**src/rtl/dlx_ctrl_pkg.sv**
```systemverilog
`default_nettype none
// +------------------------------------------------------------------+
// | dlx_ctrl_pkg : state encoding and stage-enable helpers shared by |
// |                the DLX multicycle control path.                  |
// | Revision 1.0                                                     |
// +------------------------------------------------------------------+
package dlx_ctrl_pkg;

    localparam int STATE_W = 3;

    typedef enum logic [STATE_W-1:0] {
        ST_RST  = 3'd0,
        ST_IF   = 3'd1,
        ST_ID   = 3'd2,
        ST_EX   = 3'd3,
        ST_MEM  = 3'd4,
        ST_WB   = 3'd5,
        ST_HALT = 3'd6,
        ST_ERR  = 3'd7
    } state_t;

    typedef struct packed {
        logic if_en;
        logic id_en;
        logic ex_en;
        logic mem_en;
        logic wb_en;
    } stage_en_t;

    function automatic stage_en_t stage_decode(input state_t s);
        stage_en_t en;
        en = '0;
        case (s)
            ST_IF:   en.if_en  = 1'b1;
            ST_ID:   en.id_en  = 1'b1;
            ST_EX:   en.ex_en  = 1'b1;
            ST_MEM:  en.mem_en = 1'b1;
            ST_WB:   en.wb_en  = 1'b1;
            default: en = '0;
        endcase
        return en;
    endfunction

    // Every path back into fetch passes through here so a pending halt is honoured.
    function automatic state_t if_entry(input logic halt_req);
        return halt_req ? ST_HALT : ST_IF;
    endfunction

endpackage
`default_nettype wire

```
**src/rtl/dlx_wait_timer.sv**
```systemverilog
`default_nettype none
// +------------------------------------------------------------------+
// | dlx_wait_timer : counts unacknowledged memory request cycles and |
// |                  flags a timeout; TIMEOUT=0 disables it.         |
// | Revision 1.0                                                     |
// +------------------------------------------------------------------+
module dlx_wait_timer #(
    parameter int TIMEOUT = 16
) (
    input  logic clk,
    input  logic reset,
    input  logic clear,
    input  logic count_en,
    input  logic ack,
    output logic expired
);

    generate
        if (TIMEOUT == 0) begin : g_no_timeout
            logic unused_inputs;
            assign unused_inputs = ^{clk, reset, clear, count_en, ack};
            assign expired       = 1'b0;
        end else begin : g_timeout
            localparam int CW = (TIMEOUT > 1) ? $clog2(TIMEOUT) : 1;
            localparam logic [CW-1:0] LIMIT = CW'(TIMEOUT - 1);

            logic [CW-1:0] cnt_q;
            logic [CW-1:0] cnt_d;

            always_comb begin
                cnt_d = cnt_q;
                if (clear) begin
                    cnt_d = '0;
                end else if (count_en && !ack && (cnt_q != LIMIT)) begin
                    cnt_d = cnt_q + CW'(1);
                end
            end

            always_ff @(posedge clk) begin
                if (reset) begin
                    cnt_q <= '0;
                end else begin
                    cnt_q <= cnt_d;
                end
            end

            // An ack on the limit cycle suppresses expiry.
            assign expired = count_en && !ack && (cnt_q == LIMIT);
        end
    endgenerate

endmodule
`default_nettype wire

```
**src/rtl/dlx_stage_sequencer.sv**
```systemverilog
`default_nettype none
// +------------------------------------------------------------------+
// | dlx_stage_sequencer : multicycle IF/ID/EX/MEM/WB control FSM     |
// |                       with memory handshakes, halt and timeout.  |
// | Revision 1.0                                                     |
// +------------------------------------------------------------------+
module dlx_stage_sequencer
    import dlx_ctrl_pkg::*;
#(
    parameter int TIMEOUT = 16,
    parameter int CNT_W   = 32
) (
    input  logic             clk,
    input  logic             reset,
    input  logic             halt_req,
    input  logic             i_ack,
    input  logic             d_ack,
    input  logic             d_load_enable,
    input  logic             d_write_enable,
    output logic             IF,
    output logic             ID,
    output logic             EX,
    output logic             MEM,
    output logic             WB,
    output logic             i_req,
    output logic             d_req,
    output logic             d_we,
    output logic             halted,
    output logic             error,
    output logic [CNT_W-1:0] retired,
    output logic [2:0]       state
);

    state_t           state_q, state_d;
    logic             load_q, load_d;
    logic             store_q, store_d;
    logic             error_q, error_d;
    logic [CNT_W-1:0] retired_q, retired_d;
    logic             retire;
    logic             wait_clear, wait_count, wait_ack, wait_expired;
    stage_en_t        stage;

    assign wait_count = (state_q == ST_IF) || (state_q == ST_MEM);
    assign wait_ack   = (state_q == ST_IF) ? i_ack : d_ack;
    assign wait_clear = (state_d != state_q) &&
                        ((state_d == ST_IF) || (state_d == ST_MEM));

    dlx_wait_timer #(
        .TIMEOUT (TIMEOUT)
    ) u_wait_timer (
        .clk      (clk),
        .reset    (reset),
        .clear    (wait_clear),
        .count_en (wait_count),
        .ack      (wait_ack),
        .expired  (wait_expired)
    );

    always_comb begin
        state_d = state_q;
        load_d  = load_q;
        store_d = store_q;
        case (state_q)
            ST_RST: state_d = if_entry(halt_req);
            ST_IF: begin
                if (i_ack) begin
                    state_d = ST_ID;
                end else if (wait_expired) begin
                    state_d = ST_ERR;
                end
            end
            ST_ID: state_d = ST_EX;
            ST_EX: begin
                load_d  = d_load_enable;
                store_d = d_write_enable;
                if (d_load_enable && d_write_enable) begin
                    state_d = ST_ERR;
                end else if (d_load_enable || d_write_enable) begin
                    state_d = ST_MEM;
                end else begin
                    state_d = ST_WB;
                end
            end
            ST_MEM: begin
                if (d_ack) begin
                    if (store_q) begin
                        state_d = if_entry(halt_req);
                    end else if (load_q) begin
                        state_d = ST_WB;
                    end else begin
                        state_d = ST_ERR;
                    end
                end else if (wait_expired) begin
                    state_d = ST_ERR;
                end
            end
            ST_WB:   state_d = if_entry(halt_req);
            ST_HALT: if (!halt_req) state_d = ST_IF;
            ST_ERR:  state_d = ST_ERR;
            default: state_d = ST_ERR;
        endcase
    end

    // Stores retire on their data ack; everything else retires in WB.
    assign retire    = (state_q == ST_WB) || ((state_q == ST_MEM) && d_ack && store_q);
    assign retired_d = retire ? (retired_q + CNT_W'(1)) : retired_q;
    assign error_d   = error_q || (state_d == ST_ERR);

    always_ff @(posedge clk) begin
        if (reset) begin
            state_q   <= ST_RST;
            load_q    <= 1'b0;
            store_q   <= 1'b0;
            error_q   <= 1'b0;
            retired_q <= '0;
        end else begin
            state_q   <= state_d;
            load_q    <= load_d;
            store_q   <= store_d;
            error_q   <= error_d;
            retired_q <= retired_d;
        end
    end

    assign stage   = stage_decode(state_q);
    assign IF      = stage.if_en;
    assign ID      = stage.id_en;
    assign EX      = stage.ex_en;
    assign MEM     = stage.mem_en;
    assign WB      = stage.wb_en;
    assign i_req   = (state_q == ST_IF);
    assign d_req   = (state_q == ST_MEM);
    assign d_we    = (state_q == ST_MEM) && store_q;
    assign halted  = (state_q == ST_HALT);
    assign error   = error_q;
    assign retired = retired_q;
    assign state   = state_q;

endmodule
`default_nettype wire

```
**config.mk**
```make
export PLATFORM = sky130hd
export DESIGN_NAME = dlx_stage_sequencer
export DESIGN_NICKNAME = d
export VERILOG_FILES = /design/src/rtl/dlx_ctrl_pkg.sv /design/src/rtl/dlx_wait_timer.sv /design/src/rtl/dlx_stage_sequencer.sv
export SDC_FILE = /design/constraint.sdc
export NUM_CORES = 1
export LEC_CHECK = 0
export ABC_AREA = 1
export BUFFER_PORTS_ARGS = -buffer_cell sky130_fd_sc_hd__buf_2
export CAP_MARGIN = 20
export CORE_AREA = 5 5 84 86
export CTS_CLUSTER_DIAMETER = 80
export DETAILED_ROUTE_END_ITERATION = 10
export DIE_AREA = 0 0 89 91
export GPL_TIMING_DRIVEN = 0
export PLACE_DENSITY = 0.71
export SETUP_SLACK_MARGIN = 0.2
export SYNTH_ARGS = -nofsm -noshare
export SYNTH_HDL_FRONTEND = slang
export SYNTH_SLANG_ARGS = --single-unit
```
**constraint.sdc**
```tcl
create_clock -name clk -period 2.65 [get_ports clk]
set_clock_uncertainty 0.1 [all_clocks]
set_input_delay 0.1325 -clock clk [delete_from_list [all_inputs] [get_ports clk]]
set_output_delay 0.1325 -clock clk [all_outputs]
set_load 0.01 [all_outputs]
```
==> reports/results.tsv <==
stage	metric	value	unit
drt	wl_met3	413	um
clocking	htree_num_levels	2	
critical_path	cpMaxStageDelayCell	dfxtp_1	
logic_synthesis	ys_types	29	
global_routing	grt_antenna_before_repair	0	
power_and_ir_drop	irDropWorstVdd	0.505	mV
logic_synthesis	synth_fp_nets	375	
global_routing	grt_pass1_wl	10200	um
cells_and_area	syn2layout_area_growth	19.7	%
timing	maxSlewViolCount	0	
drt	wl_met1	2700	um
logic_synthesis	synth_common_cells	nand2_1, nor2_1, inv_1	
clocking	cts_sinks	42	
timing	fmax	500	MHz
cells_and_area	diodes	0	
logic_synthesis	yosysSeqAreaShare	0.354	
global_routing	grt_pass1_vias	2325	
clocking	cts_hold_buf	2	
cells_and_area	nets	435	
clocking	post_cts_buffers	0	
floorplanning	die-area	0.00810	mm^2
logic_synthesis	synth_warnings	0	
drt	first_pass_iters	4	
place	gp_congestion	0.868	
cells_and_area	drive_gt1_frac	0.176	
cells_and_area	seq_area	841	um^2
floorplanning	num_io_pins	52	
clocking	post_cts_resized	0	
drt	top_layer_used	met4	
timing	finalHoldViolations	0	
floorplanning	coreArea	0.00620	mm^2
critical_path	crit_arrival	2.07	ns
cells_and_area	multi_input_comb_area	0.00131	mm^2
critical_path	path_class	flip-flop to flip-flop	
logic_synthesis	synth-compound-area-share	0.111	
place	dp_hpwl	4680	um
global_routing	grt_max_degree	14	
clocking	clk_latency	0.30	ns
worst_hold_path	hp-class	input pin to flip-flop	
drt	wire_per_inst	12.2	um
drt	via_per_inst	4.98	
status	status	finished clean	
logic_synthesis	synth.avg_cell_area	6.50	um^2
critical_path	slowest_delay	0.46	ns
run	max_cap_viol_count	0	
cells_and_area	final_cells	503	
cells_and_area	n_fill_cell	658	
critical_path	cp_data_required_time	2.72	ns
floorplanning	fp.dieH	91	um
timing	slew_headroom	0.587	
logic_synthesis	synth-edff-count	0	
drt	drtIter0Drc	200	
logic_synthesis	netlist.area_leader.share	0.354	
global_routing	grt_util_all_layers	0.156	
logic_synthesis	yosys.area.top_type	dfxtp_1	
critical_path	cp-end-kind	flip-flop	
timing	period_minus_slack	2.00	ns
logic_synthesis	async_reset_ff_frac	0	
critical_path	worstPathMaxFanout	10	
logic_synthesis	synth_top_family_by_area	simple AND/OR/NAND/NOR gates	
timing	period_share	0.754	
power_and_ir_drop	p_leak	0.00130	uW
logic_synthesis	synthSimpleGateAreaFrac	0.372	
logic_synthesis	netlist_instances	365	
floorplanning	fp-row-count	29	
clocking	cts-root-buf	clkbuf_8	
logic_synthesis	yosysMostFrequentCell	nand2_1	
floorplanning	die_w	89	um
logic_synthesis	ys.flop_type	dfxtp_1	
logic_synthesis	synth_area	0.00237	mm^2
clocking	clk_pin_slew	0.09	ns
timing	rsz0062_at_grt	false	
logic_synthesis	synth_xor_area_frac	0.0480	
drt	finalWirelength	6120	um
clocking	cts_tree	done	
logic_synthesis	synth_mux_area_frac	0.00422	
cells_and_area	postLayoutCellArea	0.00284	mm^2
drt	antenna_left	0	
drt	num_vias	2503	
logic_synthesis	ys_seq_elements	42	
drt	drcViolationCount	0	
timing	worstMarginPinSlew	0.619	ns
timing	setup_violations	0	
place	numPlacedInstances	493	
critical_path	startpoint_type	flip-flop	
clocking	cts_buffers	5	
global_routing	overflow	0	
logic_synthesis	synth_adder_area_share	0.0158	
cells_and_area	utilization	0.458	
critical_path	path_cells	nand2_1 -> a21oi_4 -> inv_2 -> nor3_4 -> nand3_2 -> nor3_1 -> nor3_2	
drt	route.met2.wl	2910	um
timing	tns	0	ns
place	place_area	0.00272	mm^2
logic_synthesis	synthTopCellsByArea	dfxtp_1, nand2_1, nor2_1, inv_1, a21oi_1	
clocking	cts_buffer_depth	2	
power_and_ir_drop	powerDensity	606	mW/mm^2
place	port_buffers	51	
floorplanning	start_util	0.382	
==> critical path, delay by kind of cell, from the launching register on <==
kind                   cells  cell delay [ns]
AO/OA/AOI/OAI              1             0.29
buffers and inverters      1             0.09
flip-flops                 1             0.46
AND/OR/NAND/NOR            5             0.91
==> power breakdown <==
part | switching, uW | total [uW] | internal (uW)
Clock | 236 | 446 | 210
Sequential | 57.1 | 732 | 675
Combinational | 352 | 544 | 192
Total | 645 | 1720 | 1080
==> stage by stage <==
| stage | setup WS (ns) | hold WS [ns] | power, uW |
|---|---|---|---|
| final | 0.651 | 0.0474 | 1720 |
| after global routing | 0.437 | 0.0620 | 1840 |
| after CTS | 0.662 | 0.0332 | 1740 |
| after detailed placement | 0.675 | 0.270 | 1290 |
| after global placement | 0.695 | 0.269 | 1280 |
| after floorplan | 0.920 | 0.116 | 1120 |
==> path summary, 6_finish.rpt <==
check,slack (ns),start,end,cells past startpoint
max,0.65,state[2],retired[25],7
min,0.05,d_write_enable,store_q,3
max reg2reg,0.65,state[2],retired[25],7
min reg2reg,0.36,error,error,2
==> routing by layer <==
| layer | vias to the layer above | GRT usage |
|---|---|---|
| li1 | 1284 | - |
| met1 | 1144 | 0.189 |
| met2 | 66 | 0.265 |
| met3 | 9 | 0.0398 |
| met4 | 0 | 0.0496 |
| met5 | - | 0 |
==> flip-flops by register name (all words and copies together), names as in the netlist <==
signal / cells
retired: 32
u_wait_timer.g_timeout.cnt_q: 4
state: 3
error: 1
load_q: 1
store_q: 1
==> layout make-up <==
class                   count  share of cell area
well taps                  77              0.0339
multi-input cells         265               0.460
inverters                  51              0.0674
clock inverters             2             0.00441
repair buffers             53              0.0970
clock buffers               6              0.0291
plain buffers               7              0.0119
flip-flops and latches     42               0.296
==> logic make-up after synthesis <==
group                    Yosys count
AO/OA/AOI/OAI                     49
flip-flops                        42
AND/OR/NAND/NOR                  199
XOR/XNOR                          13
buffers and inverters             58
adder cells (fa/ha/maj)            3
multiplexers                       1
==> cells in the final DEF (no fill, tap or decap), types with 5 or more instances in the layout <==
master	n
nand3_1	20
a21oi_1	29
dfxtp_1	42
clkbuf_1	5
nand4_1	9
nor3_1	10
nor2_1	49
xnor2_1	5
xor2_1	8
o21ai_0	15
inv_1	46
inv_2	5
buf_2	51
nand2_1	94
clkbuf_8	6
Note: power is estimated with default switching activity, not from simulation.
